$ cat src/rtl/floor_request_arbiter.sv
// Elevator floor-request arbiter: synchronizes and debounces five floor buttons,
// keeps the set of outstanding requests and picks the next floor with an UP/DOWN sweep.
module floor_request_arbiter #(
  parameter int DEBOUNCE_CYCLES = 4
) (
  input  logic       clk,
  input  logic       rst_n,
  input  logic [4:0] buttons_i,
  input  logic [2:0] cur_floor_i,
  input  logic       arrived_i,
  output logic [4:0] pending_o,
  output logic [2:0] target_floor_o,
  output logic       target_valid_o,
  output logic       dir_up_o
);

  localparam logic [3:0] DEB_MAX = 4'(DEBOUNCE_CYCLES);
  localparam logic [3:0] DEB_PRE = 4'(DEBOUNCE_CYCLES - 1);

  typedef enum logic [1:0] {
    S_IDLE = 2'd0,
    S_UP   = 2'd1,
    S_DOWN = 2'd2
  } state_e;

  logic [4:0] sync1_q;
  logic [4:0] sync2_q;
  logic [4:0] accept;
  logic [4:0] cur_hit;
  logic [4:0] clear_mask;
  logic [4:0] above;
  logic [4:0] below;
  logic [4:0] pending_q;
  logic [4:0] pending_d;

  state_e     state_q;
  state_e     state_d;
  logic [2:0] target_q;
  logic [2:0] target_d;
  logic       valid_q;
  logic       valid_d;
  logic       dir_up_q;
  logic       dir_up_d;

  logic       any_above;
  logic       any_below;
  logic       here_pending;
  logic [2:0] lowest_above;
  logic [2:0] highest_below;

  always_ff @(posedge clk or negedge rst_n) begin
    if (!rst_n) begin
      sync1_q <= '0;
      sync2_q <= '0;
    end else begin
      sync1_q <= buttons_i;
      sync2_q <= sync1_q;
    end
  end

  for (genvar gi = 0; gi < 5; gi++) begin : g_floor
    logic [3:0] cnt_q;
    logic [3:0] cnt_d;
    logic       fire_q;
    logic       fire_d;

    // fire_q is high exactly in the one cycle where cnt_q first equals DEB_MAX;
    // the saturating counter then keeps it from firing again until release.
    always_comb begin
      cnt_d  = 4'd0;
      fire_d = 1'b0;
      if (sync2_q[gi]) begin
        cnt_d  = (cnt_q == DEB_MAX) ? cnt_q : cnt_q + 4'd1;
        fire_d = (cnt_q == DEB_PRE);
      end
    end

    always_ff @(posedge clk or negedge rst_n) begin
      if (!rst_n) begin
        cnt_q  <= 4'd0;
        fire_q <= 1'b0;
      end else begin
        cnt_q  <= cnt_d;
        fire_q <= fire_d;
      end
    end

    assign accept[gi]     = fire_q;
    assign cur_hit[gi]    = (cur_floor_i == 3'(gi));
    assign clear_mask[gi] = arrived_i && cur_hit[gi];
    assign above[gi]      = pending_q[gi] && (3'(gi) > cur_floor_i);
    assign below[gi]      = pending_q[gi] && (3'(gi) < cur_floor_i);
  end

  // Clear dominates a coincident acceptance; an out-of-range floor hits no bit.
  assign pending_d = (pending_q | accept) & ~clear_mask;

  always_ff @(posedge clk or negedge rst_n) begin
    if (!rst_n) begin
      pending_q <= '0;
    end else begin
      pending_q <= pending_d;
    end
  end

  assign any_above    = |above;
  assign any_below    = |below;
  assign here_pending = |(pending_q & cur_hit);

  always_comb begin
    lowest_above  = 3'd0;
    highest_below = 3'd0;
    for (int i = 4; i >= 0; i--) begin
      if (above[i]) lowest_above = 3'(i);
    end
    for (int i = 0; i < 5; i++) begin
      if (below[i]) highest_below = 3'(i);
    end
  end

  always_comb begin
    state_d  = state_q;
    target_d = target_q;
    valid_d  = valid_q;
    dir_up_d = dir_up_q;
    if (cur_floor_i <= 3'd4) begin
      case (state_q)
        S_IDLE: begin
          if (any_above)      state_d = S_UP;
          else if (any_below) state_d = S_DOWN;
          else                state_d = S_IDLE;
        end
        S_UP: begin
          if (any_above)      state_d = S_UP;
          else if (any_below) state_d = S_DOWN;
          else                state_d = S_IDLE;
        end
        S_DOWN: begin
          if (any_below)      state_d = S_DOWN;
          else if (any_above) state_d = S_UP;
          else                state_d = S_IDLE;
        end
        default: state_d = S_IDLE;
      endcase

      case (state_d)
        S_UP: begin
          target_d = lowest_above;
          valid_d  = 1'b1;
        end
        S_DOWN: begin
          target_d = highest_below;
          valid_d  = 1'b1;
        end
        default: begin
          if (here_pending) target_d = cur_floor_i;
          valid_d = here_pending;
        end
      endcase
      dir_up_d = (state_d == S_UP);
    end
  end

  always_ff @(posedge clk or negedge rst_n) begin
    if (!rst_n) begin
      state_q  <= S_IDLE;
      target_q <= 3'd0;
      valid_q  <= 1'b0;
      dir_up_q <= 1'b0;
    end else begin
      state_q  <= state_d;
      target_q <= target_d;
      valid_q  <= valid_d;
      dir_up_q <= dir_up_d;
    end
  end

  assign pending_o      = pending_q;
  assign target_floor_o = target_q;
  assign target_valid_o = valid_q;
  assign dir_up_o       = dir_up_q;

endmodule

$ cat config.mk
export PLATFORM = sky130hd
export DESIGN_NAME = floor_request_arbiter
export DESIGN_NICKNAME = d
export VERILOG_FILES = /design/src/rtl/floor_request_arbiter.sv
export SDC_FILE = /design/constraint.sdc
export NUM_CORES = 1
export LEC_CHECK = 0
export ABC_AREA = 1
export CAP_MARGIN = 20
export CORE_AREA = 3 3 80 82
export CTS_CLUSTER_SIZE = 20
export DETAILED_ROUTE_END_ITERATION = 8
export DIE_AREA = 0 0 83 85
export PLACE_DENSITY = 0.63
export SLEW_MARGIN = 20
export SYNTH_ARGS = -nofsm -noshare
export SYNTH_HDL_FRONTEND = slang
export SYNTH_SLANG_ARGS = --single-unit
$ cat constraint.sdc
create_clock -name clk -period 5.1 [get_ports clk]
set_input_delay 0.765 -clock clk [delete_from_list [all_inputs] [get_ports clk]]
set_output_delay 0.765 -clock clk [all_outputs]
set_load 0.02 [all_outputs]
==> results of run 1 <==
[final timing paths]
check | cells past startpoint | end | slack [ns]
worst min-delay path | 0 | sync2_q[4] | 0.35
worst max-delay path | 15 | target_floor_o[1] | 2.30
worst max register to register | 13 | target_floor_o[1] | 3.13
min in group asynchronous | 1 | sync1_q[3] | 0.46
worst min register to register | 0 | sync2_q[4] | 0.35
max in group asynchronous | 1 | state_q[0] | 4.24
[layout by cell type (no fill, tap or decap), types with 6 or more instances in the layout]
cell type         n
clkbuf_8          6
clkdlybuf4s50_1  19
nand3_1          22
nand2_1          83
inv_1            37
o21ai_0          13
dfrtp_1          47
ha_1             13
nor2_1           18
[state kept, by name, summed over array words and instances, names as in the netlist]
| name | flops |
|---|---|
| pending_o | 5 |
| target_floor_o | 3 |
| sync2_q | 5 |
| g_floor.fire_q | 5 |
| g_floor.cnt_q | 20 |
| state_q | 2 |
| target_valid_o | 1 |
| dir_up_o | 1 |
| sync1_q | 5 |
[power by group through the flow]
stage	sequential, mW	combinational, mW	clock, mW
3_3_place_gp	0.528	0.500	0
3_5_place_dp	0.530	0.507	0
2_1_floorplan	0.558	0.312	0
5_1_grt	0.536	0.585	0.317
4_1_cts	0.523	0.510	0.298
6_report	0.522	0.505	0.285
[cell families (layout without fill, tap and decap cells)]
kind of cell | count (synthesis) | after routing | synth area share
xor+xnor | 5 | 5 | 0.0190
compound gates | 18 | 18 | 0.0430
buf+inv | 42 | 69 | 0.0718
fa+ha+maj | 13 | 13 | 0.0707
flops | 47 | 47 | 0.511
simple gates | 147 | 147 | 0.284
[layout make-up]
type / instances / area (µm²) / area share
Clock inverter: 2 / 38.8 / 0.0144
Sequential cell: 47 / 1180 / 0.435
Multi-Input combinational cell: 183 / 960 / 0.355
Inverter: 41 / 154 / 0.0569
Clock buffer: 6 / 82.6 / 0.0306
Timing Repair Buffer: 20 / 198 / 0.0731
Tap cell: 75 / 93.8 / 0.0347
[layer usage]
metal  vias to the layer above  routed length [µm]
met2                        19                1920
met1                       807                1930
met3                         7                 116
met5                         -                   0
met4                         0                  57
li1                        909                   -
[through the flow]
stage / area, µm² / hold slack [ns] / utilization
final: 2700 / 0.354 / 0.465
after CTS: 2700 / 0.355 / 0.464
after global placement: 2580 / 0.332 / 0.443
after floorplan: 2300 / 0.331 / -
after detailed placement: 2580 / 0.335 / 0.443
after global routing: 2700 / 0.349 / 0.465
==> flow_metrics.py, run 1 <==
metrics = {
    "drt": {
        "drt_iter0_markers": 75,
        "post_drt_wl_per_cell_um": 10.8,
        "ant_nets": 0,
        "first_pass_iters": 4,
        "viasPerCell": 4.66,
        "drt-total-wl_mm": 4.02,
        "vias": 1742,
        "drc": 0,
    },
    "critical_path": {
        "crit_chain": "clkdlybuf4s50_1 -> inv_2 -> nand2_1 -> nand4_2 -> nand2_1 -> nand2_1 -> nor2_2 -> inv_1 -> ha_1 -> nor2_1 -> nand3_2 -> nand2_2 -> inv_2 -> nand2_1 -> nand2_1",
        "crit-reg2reg-launch": "pending_o[2]",
        "timing.critical_path.mode_cell": "nand2_1",
        "critPathKind": "in2reg",
        "cp.arrival_ns": 2.99,
        "cp_max_fo": 8,
        "startpoint_type": "primary input",
        "critPathLaunch": "cur_floor_i[2]",
        "cp_slowest_cell": "clkdlybuf4s50_1",
        "max_stage_delay_ns": 0.69,
        "critPathRequiredTime_ns": 5.29,
        "cp_num_buf_inv": 4,
        "cp_top_family": "simple AND/OR/NAND/NOR gates",
        "worstSetupEndpointType": "flop",
    },
    "cells_and_area": {
        "nets": 322,
        "layout-drive-gt1-share": 0.0970,
        "synthToLayoutAreaGrowth_pct": 17.5,
        "n_fill_cell": 596,
        "fin_cells": 374,
        "num_antenna_cells": 0,
    },
    "floorplan": {
        "die_height_um": 85,
        "initial_core_util": 0.396,
        "die_x_um": 83,
        "rows": 28,
        "pin_count": 21,
        "dieArea_um2": 7060,
        "core_um2": 5820,
    },
    "power": {
        "switching_power_mw": 0.490,
        "sw_frac_of_total": 0.373,
        "pwr-share-seq": 0.398,
        "combPwrFrac": 0.385,
        "finalPower_mw": 1.31,
        "power_density_nw_per_um2": 486,
        "p_int_mw": 0.822,
        "peakVddDrop_uv": 209,
        "pwr-share-clk": 0.217,
        "power_leakage_nw": 1.43,
    },
    "yosys": {
        "synth_top_area_frac": 0.511,
        "yosysMostFrequentCell": "nand2_1",
        "synth_edf_count": 0,
        "synthesis.instances": 272,
        "syn_nets": 296,
        "ys_types": 21,
        "synth_warnings": 0,
        "avgSynthCellArea_um2": 8.46,
        "netlist_area_um2": 2300,
        "async_flop_share": 1.00,
        "yosysSeqAreaShare": 0.511,
        "synth_area_leaders": "dfrtp_1 51%, nand2_1 14%, ha_1 7.1%",
        "ys_ff_latch": 47,
        "synth_top_area_cell": "dfrtp_1",
        "ys.flop_type": "dfrtp_1",
        "yosys-top-cells-count": "83 x nand2_1, 47 x dfrtp_1, 37 x inv_1",
    },
    "sta": {
        "setup_viol": 0,
        "tightest_slew_ns": 0.583,
        "finalSetupTns_ns": 0,
        "fmax_ghz": 0.357,
        "fin_skew_ns": 0.00616,
        "finalMaxSlewViolations": 0,
        "relSlewSlack": 0.612,
        "fin_crit_ns": 2.80,
        "hold_violations": 0,
        "min_period_over_period": 0.549,
        "finalWorstSetupSlack_ns": 2.30,
        "grt_setup_unrepaired": "no",
    },
    "cts": {
        "cts_hold_buf": 0,
        "clkSinkCount": 47,
        "cts_inserted_buffers": 5,
        "cts_setup_buffers": 0,
        "htree_levels": 2,
        "cts_tree": "built",
        "cts_buffer_depth": 2,
        "post_cts_resized": 0,
        "cts_root_buf": "clkbuf_8",
        "clock_latency_ns": 0.29,
        "clk_pin_slew_ns": 0.09,
    },
    "placement": {
        "port_buffers": 20,
        "gp_congestion": 0.777,
        "placed_cells": 366,
        "place_hpwl_mm": 2.98,
        "post-place-ws_ns": 2.00,
    },
    "global_route": {
        "grt.overflow.total": 0,
        "grt_pass1_wl_mm": 7.58,
        "grt_use_total": 0.130,
        "grt_antenna_before_repair": 0,
        "grt_max_degree": 48,
        "grt_pass1_vias": 1775,
        "busiest_layer": "met2",
        "met1_usage": 0.164,
        "grt_util_met2": 0.220,
        "met3_usage": 0.0311,
    },
    "outcome": {
        "status": "complete, no violations",
    },
    "flow_run": {
        "maxCapViolations": 0,
    },
    "min_path": {
        "hp-start": "sync1_q[4]",
        "min_path_type": "reg2reg",
    },
}
Power figures use the tool's default switching activity.
==> inputs of run 2 (changes only) <==
==> constraint.sdc (replaced) <==
create_clock -name clk -period 2.9 [get_ports clk]
set_input_delay 0.435 -clock clk [delete_from_list [all_inputs] [get_ports clk]]
set_output_delay 0.435 -clock clk [all_outputs]
set_load 0.02 [all_outputs]
==> flow_metrics.py, run 2 (synthesized netlist as in run 1, its figures left out) <==
metrics = {
    "outcome": {
        "status": "complete, no violations",
    },
    "cells_and_area": {
        "n_fill_cell": 597,
        "mostFrequentLayoutCell": "nand2_1",
        "largest_register_ffs": 20,
        "synthToLayoutAreaGrowth_pct": 16.8,
        "layout-drive-gt1-share": 0.100,
        "max_flop_register": "g_floor.cnt_q",
        "nets": 323,
        "final_util": 0.462,
        "multi_input_comb_area_um2": 960,
        "num_antenna_cells": 0,
        "regArea_um2": 1180,
        "mostFrequentLayoutCells": "83 x nand2_1, 47 x dfrtp_1, 37 x inv_1",
    },
    "critical_path": {
        "r2r-end": "target_floor_o[1]",
        "cp_max_fo": 6,
        "rr_worst_depth": 13,
        "r2r_setup_slack_ns": 0.92,
        "worstSetupEndpointType": "flop",
        "crit-reg2reg-launch": "pending_o[4]",
        "critPathLaunch": "cur_floor_i[0]",
        "cp.arrival_ns": 2.61,
        "endpoint": "target_floor_o[1]",
        "startpoint_type": "primary input",
        "critPathRequiredTime_ns": 3.08,
        "critPathKind": "in2reg",
    },
    "drt": {
        "drc": 0,
        "post_drt_wl_per_cell_um": 10.6,
        "wirelength_met1_mm": 1.93,
        "ant_nets": 0,
        "top_layer": "met4",
        "viasPerCell": 4.63,
        "drt-total-wl_mm": 3.97,
        "met2WireLength_mm": 1.84,
        "dr_wl_met3_um": 178,
        "drt_iter0_markers": 60,
        "first_pass_iters": 6,
        "vias": 1738,
    },
    "sta": {
        "hold_violations": 0,
        "setup_viol": 0,
        "fin_crit_ns": 2.43,
        "fmax_ghz": 0.412,
        "finalSetupTns_ns": 0,
        "grt_setup_unrepaired": "no",
        "relSlewSlack": 0.614,
        "fin_skew_ns": 0.0106,
        "min_period_over_period": 0.837,
        "finalMaxSlewViolations": 0,
        "tightest_slew_ns": 0.578,
    },
    "cts": {
        "cts_hold_buf": 0,
        "post_cts_resized": 0,
        "clkSinkCount": 47,
        "htree_levels": 2,
        "cts_setup_buffers": 0,
        "cts_tree": "built",
        "clk_pin_slew_ns": 0.09,
        "cts_buffer_depth": 2,
        "cts_root_buf": "clkbuf_8",
        "clock_latency_ns": 0.30,
        "cts_inserted_buffers": 5,
    },
    "floorplan": {
        "die_x_um": 83,
        "dieArea_um2": 7060,
        "core_um2": 5820,
        "initial_core_util": 0.396,
        "pin_count": 21,
        "rows": 28,
        "die_height_um": 85,
    },
    "power": {
        "peakVddDrop_uv": 271,
        "finalPower_mw": 2.22,
        "power_density_nw_per_um2": 826,
        "power_leakage_nw": 1.42,
    },
    "placement": {
        "port_buffers": 20,
        "gp_congestion": 0.783,
        "place_hpwl_mm": 2.95,
    },
    "global_route": {
        "grt_pass1_vias": 1714,
        "grt_max_degree": 48,
        "grt_use_total": 0.126,
        "grt_pass1_wl_mm": 7.44,
        "grt.overflow.total": 0,
        "grt_antenna_before_repair": 0,
    },
    "flow_run": {
        "maxCapViolations": 0,
    },
    "min_path": {
        "min_path_type": "in2async",
    },
}
run 2: cell types whose count changed in the layout (fill, tap and decap cells not counted), sizes merged:
cell | previous run | this run
clkinvlp | 0 | 1
clkinv | 0 | 1
bufinv | 1 | 0
inv | 42 | 41
buf | 1 | 2
run 2: per-stage QoR:
step / std cells / setup WS [ns] / hold slack [ns] / area, µm²
detailed placement: 367 / 0.167 / 0.337 / 2590
global placement: 367 / 0.195 / 0.333 / 2590
floorplan: 272 / 0.855 / 0.139 / 2300
global route: 375 / 0.240 / 0.173 / 2690
finish: 375 / 0.474 / 0.128 / 2690
CTS: 375 / 0.479 / 0.348 / 2690
run 2: power breakdown:
group	switching [mW]	internal [mW]	leakage, nW
clock network	0.215	0.195	0.0474
logic	0.521	0.372	0.769
registers	0.126	0.792	0.602
total	0.862	1.36	1.42
run 2: layout make-up:
type / instances / area share
Timing Repair Buffer: 21 / 0.0764
Multi-Input combinational cell: 183 / 0.357
Inverter: 41 / 0.0573
Sequential cell: 47 / 0.438
Tap cell: 75 / 0.0349
Clock inverter: 2 / 0.00605
Clock buffer: 6 / 0.0307
run 2: critical path: stages:
cell             delay, ns
clkdlybuf4s50_1       0.58
inv_1                 0.15
nand3_1               0.19
nand4_2               0.14
nand2_1               0.11
nand2_1               0.06
nor2_2                0.16
inv_1                 0.06
ha_1                  0.23
nor2_1                0.13
nand3_2               0.08
nand2_2               0.11
inv_2                 0.05
nand2_1               0.07
nand2_1               0.06
run 2: how the worst min path moves through the flow:
stage,to,from,cells past startpoint
floorplan,dir_up_o,rst_n,0
global placement,sync2_q[1],sync1_q[1],0
detailed placement,sync2_q[4],sync1_q[4],0
CTS,g_floor[2].cnt_q[1],rst_n,1
global route,g_floor[2].cnt_q[1],rst_n,1
finish,sync1_q[3],rst_n,1
run 2: metal layers:
metal	vias to the layer above	GRT usage
met1	802	0.166
met3	2	0.0359
met5	-	0
li1	907	-
met2	27	0.206
met4	0	0.0357
